$ cat config.mk
export PLATFORM = sky130hd
export DESIGN_NAME = rx_block_assembler
export DESIGN_NICKNAME = d
export VERILOG_FILES = /design/src/rtl/mac_rx_pkg.sv /design/src/rtl/rx_block_assembler.sv
export SDC_FILE = /design/constraint.sdc
export NUM_CORES = 1
export LEC_CHECK = 0
export ABC_AREA = 1
export BUFFER_PORTS_ARGS = -buffer_cell sky130_fd_sc_hd__buf_4
export CAP_MARGIN = 25
export CORE_ASPECT_RATIO = 0.7
export CORE_UTILIZATION = 30
export DETAILED_ROUTE_END_ITERATION = 8
export PLACE_DENSITY = 0.47
export REMOVE_ABC_BUFFERS = 1
export SLEW_MARGIN = 30
export SYNTH_ARGS = -nofsm -noshare
export SYNTH_HDL_FRONTEND = slang
export SYNTH_SLANG_ARGS = --single-unit
$ cat constraint.sdc
create_clock -name local_clk -period 3.5 [get_ports local_clk]
set_input_delay 0 -clock local_clk [delete_from_list [all_inputs] [get_ports local_clk]]
set_output_delay 0 -clock local_clk [all_outputs]
set_load 0.05 [all_outputs]
$ cat src/rtl/mac_rx_pkg.sv
// Shared receive-path definitions: symbol geometry, block type encodings
// and the block assembler FSM state type.
package mac_rx_pkg;

  localparam int SYMBOL_WIDTH    = 8;
  localparam int BLOCK_SYMBOLS   = 16;
  localparam int LOW_GEN_SYMBOLS = 4;

  localparam logic DATA_BLK = 1'b0;
  localparam logic OS_BLK   = 1'b1;

  typedef enum logic {
    IDLE = 1'b0,
    FILL = 1'b1
  } state_e;

endpackage

$ cat src/rtl/rx_block_assembler.sv
// Packs elastic-buffer symbols into complete blocks for the descrambler /
// deskew path: 16 symbols in 128b/130b mode, 4 symbols in Gen1/2 mode.
// Resynchronises on a block-type change or mode change inside a block.
//
// Ports:
//   local_clk      block clock (elastic buffer read side)
//   local_rst      asynchronous reset, active-low
//   LTSSM_rst      synchronous clear, active-high, highest priority
//   higher_gen_en  1 = 128b/130b (16 symbols), 0 = Gen1/2 (4 symbols)
//   symbol_in      incoming symbol, qualified by valid_in
//   block_type_in  0 = data, 1 = ordered set
//   valid_in       symbol qualifier
//   block_data     assembled block, symbol k at [8k+7:8k]
//   block_type_out block type of block_data
//   block_valid    one-cycle pulse, block_data updated
//   sync_err       one-cycle pulse, partial block discarded
module rx_block_assembler #(
  parameter int SYMBOL_WIDTH    = mac_rx_pkg::SYMBOL_WIDTH,
  parameter int BLOCK_SYMBOLS   = mac_rx_pkg::BLOCK_SYMBOLS,
  parameter int LOW_GEN_SYMBOLS = mac_rx_pkg::LOW_GEN_SYMBOLS,
  parameter int CNT_WIDTH       = 4
) (
  input  logic                                  local_clk,
  input  logic                                  local_rst,
  input  logic                                  LTSSM_rst,
  input  logic                                  higher_gen_en,
  input  logic [SYMBOL_WIDTH-1:0]               symbol_in,
  input  logic                                  block_type_in,
  input  logic                                  valid_in,
  output logic [SYMBOL_WIDTH*BLOCK_SYMBOLS-1:0] block_data,
  output logic                                  block_type_out,
  output logic                                  block_valid,
  output logic                                  sync_err
);
  import mac_rx_pkg::*;

  state_e                                state_q;
  logic [CNT_WIDTH-1:0]                  idx_q;
  logic                                  cur_type_q;
  logic                                  mode_q;
  logic [SYMBOL_WIDTH*BLOCK_SYMBOLS-1:0] sym_q;

  logic [CNT_WIDTH-1:0]                  last_idx;
  logic                                  mode_change;
  logic                                  type_break;
  logic                                  complete;
  logic [SYMBOL_WIDTH*BLOCK_SYMBOLS-1:0] assembled;

  always_comb begin
    last_idx    = higher_gen_en ? CNT_WIDTH'(BLOCK_SYMBOLS - 1)
                                : CNT_WIDTH'(LOW_GEN_SYMBOLS - 1);
    // mode_q remembers the mode the current block was started in
    mode_change = (state_q == FILL) && (higher_gen_en != mode_q);
    type_break  = (state_q == FILL) && !mode_change && valid_in &&
                  (block_type_in != cur_type_q);
    complete    = (state_q == FILL) && !mode_change && valid_in &&
                  !type_break && (idx_q == last_idx);

    // The final symbol goes straight into the output, bypassing sym_q;
    // symbols beyond the active block length read as zero.
    assembled = '0;
    for (int unsigned k = 0; k < BLOCK_SYMBOLS; k++) begin
      if (k <= 32'(last_idx)) begin
        assembled[k*SYMBOL_WIDTH +: SYMBOL_WIDTH] =
          (k == 32'(idx_q)) ? symbol_in : sym_q[k*SYMBOL_WIDTH +: SYMBOL_WIDTH];
      end
    end
  end

  always_ff @(posedge local_clk or negedge local_rst) begin
    if (!local_rst) begin
      state_q        <= IDLE;
      idx_q          <= '0;
      cur_type_q     <= DATA_BLK;
      mode_q         <= 1'b0;
      sym_q          <= '0;
      block_data     <= '0;
      block_type_out <= DATA_BLK;
      block_valid    <= 1'b0;
      sync_err       <= 1'b0;
    end else begin
      block_valid <= 1'b0;
      sync_err    <= 1'b0;
      if (LTSSM_rst) begin
        state_q <= IDLE;
        idx_q   <= '0;
        sym_q   <= '0;
      end else begin
        unique case (state_q)
          IDLE: begin
            if (valid_in) begin
              sym_q[0 +: SYMBOL_WIDTH] <= symbol_in;
              cur_type_q               <= block_type_in;
              mode_q                   <= higher_gen_en;
              idx_q                    <= CNT_WIDTH'(1);
              state_q                  <= FILL;
            end
          end
          FILL: begin
            if (mode_change) begin
              sync_err <= 1'b1;
              idx_q    <= '0;
              state_q  <= IDLE;
            end else if (valid_in) begin
              if (type_break) begin
                // offending symbol restarts the block at index 0
                sync_err                 <= 1'b1;
                sym_q[0 +: SYMBOL_WIDTH] <= symbol_in;
                cur_type_q               <= block_type_in;
                idx_q                    <= CNT_WIDTH'(1);
              end else if (complete) begin
                block_data     <= assembled;
                block_type_out <= cur_type_q;
                block_valid    <= 1'b1;
                idx_q          <= '0;
                state_q        <= IDLE;
              end else begin
                sym_q[int'(idx_q)*SYMBOL_WIDTH +: SYMBOL_WIDTH] <= symbol_in;
                idx_q <= idx_q + CNT_WIDTH'(1);
              end
            end
          end
          default: state_q <= IDLE;
        endcase
      end
    end
  end

endmodule

==> results of run 1 <==
[state kept, by name, indices dropped and copies added (netlist names)]
register / cells
mode_q: 1
idx_q: 4
sync_err: 1
cur_type_q: 1
state_q: 1
sym_q: 128
block_valid: 1
block_data: 128
block_type_out: 1
[per-layer routing]
layer	vias up	wire [um]	track usage [%]
met5	-	0	0
met1	5553	21400	31.2
met2	269	18500	29.3
met3	58	2340	3.21
li1	5593	-	-
met4	0	949	4.45
[synth_stat cells, types with 2 or more instances]
library cell	count	area share, %
a21oi_1	115	4.6
a31oi_1	6	0.30
buf_1	3	0.090
buf_2	27	1.1
buf_4	3	0.18
buf_6	2	0.18
clkbuf_1	62	1.9
clkinv_1	9	0.27
dfrtp_1	266	53
ha_1	7	0.70
inv_1	42	1.3
inv_2	8	0.24
nand2_1	418	12
nand2_2	4	0.20
nand3_1	204	8.1
nand4_1	9	0.45
nor2_1	105	3.1
nor2_2	6	0.30
nor2_4	3	0.27
nor3_1	19	0.76
o211ai_1	3	0.18
o21ai_0	101	4.0
o21ai_1	133	5.3
o21ai_2	4	0.28
o22ai_1	3	0.15
[logic make-up (layout without fill, tap and decap cells)]
group | count (synthesis) | in the layout
simple gates | 770 | 770
fa+ha+maj | 7 | 7
buf+inv | 156 | 328
flops | 266 | 266
compound gates | 368 | 368
xor+xnor | 2 | 2
[final timing paths]
check / to / cells after the start / startpoint / slack, ps
min in group asynchronous: block_data[66] / 3 / local_rst / 460
max: sym_q[89] / 11 / idx_q[1] / 790
max reg2reg: sym_q[89] / 11 / idx_q[1] / 790
min reg2reg: sym_q[46] / 2 / sym_q[46] / 470
min: cur_type_q / 4 / block_type_in / 340
max in group asynchronous: sym_q[87] / 5 / local_rst / 1890
[power groups by stage]
stage	Combinational [mW]	Clock, mW	Sequential [mW]
6_report	0.793	3.06	3.15
5_1_grt	0.866	3.28	3.15
4_1_cts	0.788	3.15	3.15
3_5_place_dp	0.774	0	3.21
3_3_place_gp	0.774	0	3.21
2_1_floorplan	0.337	0	3.29
[through the flow]
| step | setup slack, ps | area [um2] |
|---|---|---|
| 4_1_cts | 866 | 15500 |
| 3_5_place_dp | 885 | 14300 |
| 2_1_floorplan | -1550 | 12100 |
| 3_3_place_gp | 937 | 14300 |
| 6_report | 794 | 15500 |
| 5_1_grt | 546 | 15500 |
[cell usage in the layout, fill, tap and decap left out, types with 2 or more instances in the layout]
master,instances
clkbuf_16,29
clkbuf_8,3
o211ai_1,3
nand4_1,9
nor3_1,19
clkinv_1,8
a21oi_1,115
dfrtp_1,266
o22ai_1,3
inv_2,9
nor2_1,103
clkbuf_1,4
nor2_2,8
nor2_4,3
nand2_4,2
nand2_1,416
nand2_2,4
buf_4,192
clkinvlp_4,3
o21ai_0,101
ha_1,7
dlygate4sd3_1,19
o21ai_2,4
a31oi_1,6
o21ai_1,133
bufinv_16,2
inv_1,42
buf_12,3
clkinv_2,11
nand3_1,204
[worst register-to-register path, cell delays in order, from the launching register on]
cell and delay (ps):
dfrtp_1 450, inv_1 170, ha_1 240, inv_1 80, nand2_1 60, nand2_1 310, nor2_1 380, inv_2 240
nor2_1 260, buf_4 260, nand3_1 100, nand2_1 100
[layout make-up]
type / instances / area [um2] / area share [%]
Sequential cell: 266 / 6660 / 43.0
Timing Repair Buffer: 216 / 1730 / 11.2
Clock inverter: 17 / 146 / 0.945
Inverter: 59 / 221 / 1.43
Multi-Input combinational cell: 1147 / 5270 / 34.0
Clock buffer: 36 / 782 / 5.05
Tap cell: 544 / 681 / 4.39
==> impl_metrics.ini, run 1 <==
[sta]
rsz0062_at_grt = false
fin_skew_ps = 14.0
min_period_over_period_pct = 77.3
timing.hold.ws_ps = 343
fmax_mhz = 370
setup_viol = 0
drv_slew = 0
relSlewSlack_pct = 35.7
setup_tns_ps = 0
hold_viol = 0
tightestPinTransition_ps = 961
fin_crit_ps = 2710

[yosys]
async_flop_share_pct = 100
yosys.area_share.adder_pct = 0.698
netlist_instances = 1569
synth_compound_area_share_pct = 15.1
yosys.area_share.simple_pct = 25.9
yosys_warnings = 0
ys_types = 32
synth_mux_area_share_pct = 0
synth_edf_count = 0
synth_top_family_by_area = simple AND/OR/NAND/NOR gates
synth_seq_area_share_pct = 53.0
synth_ff_type = dfrtp_1
synth_xor_area_share_pct = 0.140
syn_avg_cell_area_um2 = 8.00
yosys_register_bits = 266
syn_area_um2 = 12600

[clock_network]
clk_latency_ps = 560
cts_tree = yes
cts_buffer_depth = 3
htreeDepth = 1
ctsResizeCount = 0
postCtsHoldBufs = 18
clkSinkCount = 266
clk_pin_slew_worst_paths_ps = 60
post-cts-setup-buffers = 0
cts_buffers = 29
clock-root-buffer = clkbuf_16

[die]
io_pins = 145
core_um2 = 41100
std_cell_rows = 62
start_util_pct = 30.5
die_w_um = 247
dieHeight_um = 173
dieArea_um2 = 42700

[setup_path]
worstSetupPathType = flip-flop to flip-flop
critPathBufInv = 4
arrival_ps = 3200
required_ps = 3990
cp-start-kind = flip-flop
crit_chain = inv_1, ha_1, inv_1, nand2_1, nand2_1, nor2_1, inv_2, nor2_1, buf_4, nand3_1, nand2_1
path_delay_family = simple AND/OR/NAND/NOR gates
max_stage_delay_ps = 450
endpoint_kind = flip-flop
cpMostUsedCell = nand2_1
crit_fanout = 16
cp_slowest_cell = dfrtp_1

[global_routing]
grt_pass1_wl_um = 67000
grt_antenna_before_repair = 0
first_global_vias = 10993
grt_max_degree = 108
grt_overflow_total = 0
gr-usage-all-layers_pct = 20.2

[layout]
syn_to_final_growth_pct = 23.4
antenna_cells = 0
finish.utilization_pct = 37.7
n_fill_cell = 4331
drive_gt1_share_pct = 16.0
fin_cells = 2285
nNetsFinal = 1740

[drt]
first_pass_iters = 5
ant_nets = 0
drtIter0Drc = 1095
drc_errors = 0
viasPerCell = 5.02
wl_um = 43100
wire_per_inst_um = 18.9
vias = 11473

[outcome]
outcome = finished, final reports clean

[power_and_ir_drop]
pwr-share-clk_pct = 43.7
p_comb_share_pct = 11.3
p_total_mw = 7.01
p_per_area_nw_per_um2 = 452
vdd_drop_max_uv = 304
p_sw_mw = 1.96
p_int_mw = 5.04
power_leakage_nw = 7.54
switching_share_pct = 28.0
power_frac_seq_pct = 44.9

[min_path]
hp-class = input port to flip-flop

[job]
maxCapViolations = 0

[placement]
gp_congestion = 0.857
dp_cells = 2212
place_hpwl_um = 29000
io_buffers = 144
Power figures use the tool's default switching activity.
==> inputs of run 2 (changes only) <==
Settings changed: ABC_AREA 1 to 0.
Clock period 3.5 ns to 2.72 ns, I/O delays scaled along.
==> run 2 against run 1 <==
Compared with the run above: the run now ends with DRC left; critical path depth fell by 4; utilization about the same; sequential share of layout area down 0.10 points; non-clock buffer count down 1; die area increased by 0.45%; synthesized cell count is 28% lower; sequential power grew 27%; combinational power fell by 31%; worst setup slack worse by 600 ps; via count down 19%; largest cell class unchanged; largest power group is now the clock network.
==> impl_metrics.ini, run 2 <==
[drt]
wl_um = 36500
viasPerCell = 5.05
drc_errors = 18
first_pass_iters = 7
vias = 9278
drtIter0Drc = 686
wire_per_inst_um = 19.8
ant_nets = 0

[outcome]
outcome = complete, but fails checks
violations = DRC

[die]
start_util_pct = 30.6
dieArea_um2 = 42900
core_um2 = 41200
die_w_um = 247
io_pins = 145
dieHeight_um = 174
std_cell_rows = 62

[yosys]
synth_edf_count = 0
synth_ff_type = dfrtp_1
ys_types = 52
synth_largest_area_cell = dfrtp_1
netlist.area_leader.share_pct = 52.8
async_flop_share_pct = 100
netlist_instances = 1125
synth_area_leaders = dfrtp_1 (53%), mux2i_1 (11%), o31ai_2 (7.6%), nand2_1 (5.0%), a22o_1 (4.8%)
syn_avg_cell_area_um2 = 11.2
yosys_register_bits = 266
yosys_warnings = 0
synth_seq_area_share_pct = 52.8
syn_area_um2 = 12600
synth_common_cells = dfrtp_1 (266), nand2_1 (168), mux2i_1 (138)
yosys.cell_count.top_type = dfrtp_1

[global_routing]
grt_most_used_layer = met1
gr-usage-all-layers_pct = 17.2
grt_pass1_wl_um = 57700
grt_overflow_total = 0
grt_use_met2_pct = 23.9
grt_max_degree = 113
gr-usage-met1_pct = 27.8
grtUsageMet3_pct = 2.83
grt_antenna_before_repair = 0
first_global_vias = 9289

[sta]
relSlewSlack_pct = 45.4
setup_viol = 0
hold_viol = 0
setup_tns_ps = 0
fin_skew_ps = 22.1
tightestPinTransition_ps = 816
fmax_mhz = 397
min_period_over_period_pct = 92.7
timing.hold.ws_ps = 46.9
drv_slew = 0
setup_ws_ps = 198
rsz0062_at_grt = false
fin_crit_ps = 2520

[clock_network]
clk_pin_slew_worst_paths_ps = 60
cts_buffers = 29
cts_buffer_depth = 3
cts_tree = yes
post-cts-setup-buffers = 0
clk_latency_ps = 560
htreeDepth = 1
clock-root-buffer = clkbuf_16
clkSinkCount = 266

[setup_path]
cp-start-kind = flip-flop
crit_chain = inv_1, ha_1, nor3b_1, nand4_1, a22oi_1, o22ai_1, a22o_1
endpoint_kind = flip-flop
crit_fanout = 10
arrival_ps = 2970
max_stage_delay_ps = 490
path_delay_family = compound AO/OA/AOI/OAI gates
worstSetupPathType = flip-flop to flip-flop
cp_slowest_cell = dfrtp_1
required_ps = 3170
critPathBufInv = 1

[layout]
n_fill_cell = 4113
fin_area_um2 = 15500
fin_cells = 1839
antenna_cells = 0
final_common_cell = dfrtp_1
drive_gt1_share_pct = 25.9
finish.utilization_pct = 37.7
largestRegisters = block_data: 128 flops, sym_q: 128 flops, idx_q: 4 flops
final_cell_mix = dfrtp_1 (266), buf_4 (193), nand2_1 (168)
nNetsFinal = 1295
syn_to_final_growth_pct = 23.1

[placement]
gp_congestion = 0.905
place_hpwl_um = 23200
io_buffers = 144
placed_cell_area_um2 = 14400
dp_slack_ps = 255
dp_cells = 1771

[min_path]
hp-class = input port to async pin

[power_and_ir_drop]
p_per_area_nw_per_um2 = 558
power_leakage_nw = 7.50
p_total_mw = 8.66
vdd_drop_max_uv = 519

[job]
maxCapViolations = 0
run 2: kinds of logic (layout without fill, tap and decap cells):
group	count (synthesis)	count (layout)	share of synthesized area, %
multiplexers	139	139	11.0
adder cells (fa/ha/maj)	7	7	0.694
AND/OR/NAND/NOR	330	330	12.4
buffers and inverters	105	275	4.27
XOR/XNOR	6	6	0.417
flip-flops	266	266	52.8
AO/OA/AOI/OAI	272	272	18.4
run 2: timing repair:
item / 4_1_cts / 5_1_grt
hold buffers: 16 / 0
gates resized for setup: 0 / 0
hold endpoints to repair: 371 / 0
run 2: worst paths after layout:
kind | startpoint | endpoint | slack (ps) | cells past startpoint
max | idx_q[1] | sym_q[6] | 200 | 7
min | local_rst | block_data[12] | 50 | 3
max in group asynchronous | local_rst | block_data[81] | 2060 | 3
max reg2reg | idx_q[1] | sym_q[6] | 200 | 7
min reg2reg | block_data[110] | block_data[110] | 480 | 2
min in group local_clk | valid_in | idx_q[0] | 350 | 4
run 2: metal layers:
metal,vias to the layer above,part of all wire (%)
met5,-,0
met4,0,1.3
met3,38,5.1
met2,237,41
met1,4641,52
li1,4362,-
run 2: worst reg2reg max path: cells and delay by family (launching register included):
kind / cells / cell delay [ps]
simple gates: 2 / 570
fa+ha+maj: 1 / 390
flops: 1 / 490
buf+inv: 1 / 170
compound gates: 3 / 780
run 2: final cells by class:
cell class	count	area (um2)	share of cell area, %
Clock inverter	11	140	0.902
Timing Repair Buffer	215	1740	11.2
Tap cell	544	681	4.38
Sequential cell	266	6660	42.9
Inverter	8	32.5	0.209
Clock buffer	41	851	5.48
Multi-Input combinational cell	754	5430	35.0
run 2: power breakdown:
group          internal (mW)  switching (mW)
combinational          0.157           0.391
clock                   2.46            1.66
sequential              3.98          0.0204
total                   6.59            2.07
==> inputs of run 3 (changes only) <==
--- a/config.mk
+++ b/config.mk
@@ -9,5 +9,5 @@
 export BUFFER_PORTS_ARGS = -buffer_cell sky130_fd_sc_hd__buf_4
 export CAP_MARGIN = 25
-export CORE_ASPECT_RATIO = 0.7
+export CORE_ASPECT_RATIO = 0.8
 export CORE_UTILIZATION = 30
 export DETAILED_ROUTE_END_ITERATION = 8
==> constraint.sdc (replaced) <==
create_clock -name local_clk -period 2.72 [get_ports local_clk]
set_input_delay 0.136 -clock local_clk [delete_from_list [all_inputs] [get_ports local_clk]]
set_output_delay 0.136 -clock local_clk [all_outputs]
set_load 0.05 [all_outputs]
==> run 3 against run 2 <==
Compared with the run above: the flow now finishes without violations; clock power about the same; sequential share of layout area is 0.36 points higher; fmax grew 0.31%; critical path type unchanged.
==> impl_metrics.ini, run 3 (synthesis gave the netlist of run 2 again) <==
[drt]
first_pass_iters = 5
wire_per_inst_um = 20.0
ant_nets = 0
wl_um = 36400
viasPerCell = 5.03
vias = 9157
drtIter0Drc = 623
drc_errors = 0

[job]
maxCapViolations = 0

[sta]
fin_skew_ps = 15.2
tightestPinTransition_ps = 855
fin_crit_ps = 2510
min_period_over_period_pct = 92.4
drv_slew = 0
timing.hold.ws_ps = 37.6
setup_tns_ps = 0
setup_ws_ps = 206
fmax_mhz = 398
relSlewSlack_pct = 43.0
rsz0062_at_grt = false
setup_viol = 0
hold_viol = 0

[setup_path]
crit_start = idx_q[0]
worstSetupPathType = flip-flop to flip-flop
max_stage_delay_ps = 500
critPathCapture = sym_q[16]
endpoint_kind = flip-flop
cp_slowest_cell = dfrtp_1
regToRegSetupSlack_ps = 210
required_ps = 3140
cpMostUsedCell = buf_4
critPathBufInv = 3
crit_fanout = 13
r2r_cells = 9
path_delay_family = buffers and inverters
cp-start-kind = flip-flop
crit_chain = inv_1, ha_1, xnor2_1, buf_4, nand2_1, nor4_2, buf_4, mux2i_1, nor2_1
r2r-end = sym_q[16]
arrival_ps = 2940
critical_path_cell_count = 9
r2r-start = idx_q[0]

[power_and_ir_drop]
vdd_drop_max_uv = 379
p_total_mw = 8.63
p_per_area_nw_per_um2 = 560
power_leakage_nw = 7.43

[layout]
drive_gt1_share_pct = 26.5
final_common_cell = dfrtp_1
fin_area_um2 = 15400
largestRegisters = block_data: 128 flops, sym_q: 128 flops, idx_q: 4 flops
register_area_um2 = 6660
final_cell_mix = dfrtp_1 (265), buf_4 (190), nand2_1 (168)
syn_to_final_growth_pct = 22.1
n_fill_cell = 4056
nNetsFinal = 1281
multi_input_area_um2 = 5460
antenna_cells = 0

[placement]
place_hpwl_um = 23000
gp_congestion = 0.879
io_buffers = 144
dp_slack_ps = 107
placed_cell_area_um2 = 14300

[clock_network]
clkSinkCount = 266
clk_pin_slew_worst_paths_ps = 60
htreeDepth = 1
cts_buffer_depth = 3
cts_buffers = 29
clk_latency_ps = 560
cts_tree = yes
clock-root-buffer = clkbuf_16

[global_routing]
grt_pass1_wl_um = 57800
grt_antenna_before_repair = 0
gr-usage-all-layers_pct = 17.3
grt_max_degree = 93
first_global_vias = 9308
grt_overflow_total = 0

[die]
core_um2 = 41000
start_util_pct = 30.7
dieArea_um2 = 42900
dieHeight_um = 185
io_pins = 145
die_w_um = 231
std_cell_rows = 66

[outcome]
outcome = finished, final reports clean

[min_path]
hp-class = input port to flip-flop
run 3: cell count changes in the layout (fill, tap and decap cells not counted), sizes merged:
cell	delta
dlygate4sd3	-11
buf	-3
clkinv	-3
clkbuf	-1
run 3: routing by layer:
metal | vias up | share of wire, % | wire length [um] | global-route usage, %
met5 | - | 0 | 0 | 0
met1 | 4591 | 51 | 18600 | 26.8
met3 | 36 | 4.3 | 1570 | 2.60
li1 | 4321 | - | - | -
met2 | 209 | 43 | 15700 | 25.3
met4 | 0 | 1.3 | 468 | 2.83
run 3: how the worst min path moves through the flow:
stage / start / end / slack, ps / depth (start not counted)
after floorplan: local_rst / block_data[0] / -160 / 0
after global placement: local_rst / block_data[12] / 120 / 1
after detailed placement: local_rst / block_data[12] / 120 / 1
after CTS: symbol_in[0] / sym_q[72] / 20 / 3
after global routing: symbol_in[6] / sym_q[110] / 40 / 3
final: symbol_in[6] / sym_q[110] / 40 / 3
run 3: layout make-up:
class	count	area share [%]
Timing Repair Buffer	201	10.3
Clock inverter	8	0.796
Sequential cell	266	43.2
Tap cell	544	4.42
Inverter	8	0.211
Multi-Input combinational cell	754	35.4
Clock buffer	40	5.56
run 3: report_power, final:
| part | switching, mW | leakage [nW] | total [mW] | internal (mW) |
|---|---|---|---|---|
| clock network | 1.64 | 0.488 | 4.10 | 2.46 |
| registers | 0.0181 | 3.71 | 4.00 | 3.98 |
| logic | 0.391 | 3.23 | 0.532 | 0.141 |
run 3: worst min-delay path, delay by kind of cell:
| family | cells | cell delay, ps |
|---|---|---|
| compound gates | 1 | 60 |
| simple gates | 1 | 100 |
| buf+inv | 1 | 250 |
run 3: through the flow:
step / instances / util, %
2_1_floorplan: 1028 / -
3_3_place_gp: 1767 / 34.9
3_5_place_dp: 1767 / 34.9
4_1_cts: 1819 / 37.4
5_1_grt: 1821 / 37.5
6_report: 1821 / 37.5
run 3: timing repair:
item,in CTS,in global routing
resized for setup,0,8
hold buffers,4,0
setup buffers,0,2
setup endpoints to repair,0,46
hold endpoints to repair,69,0
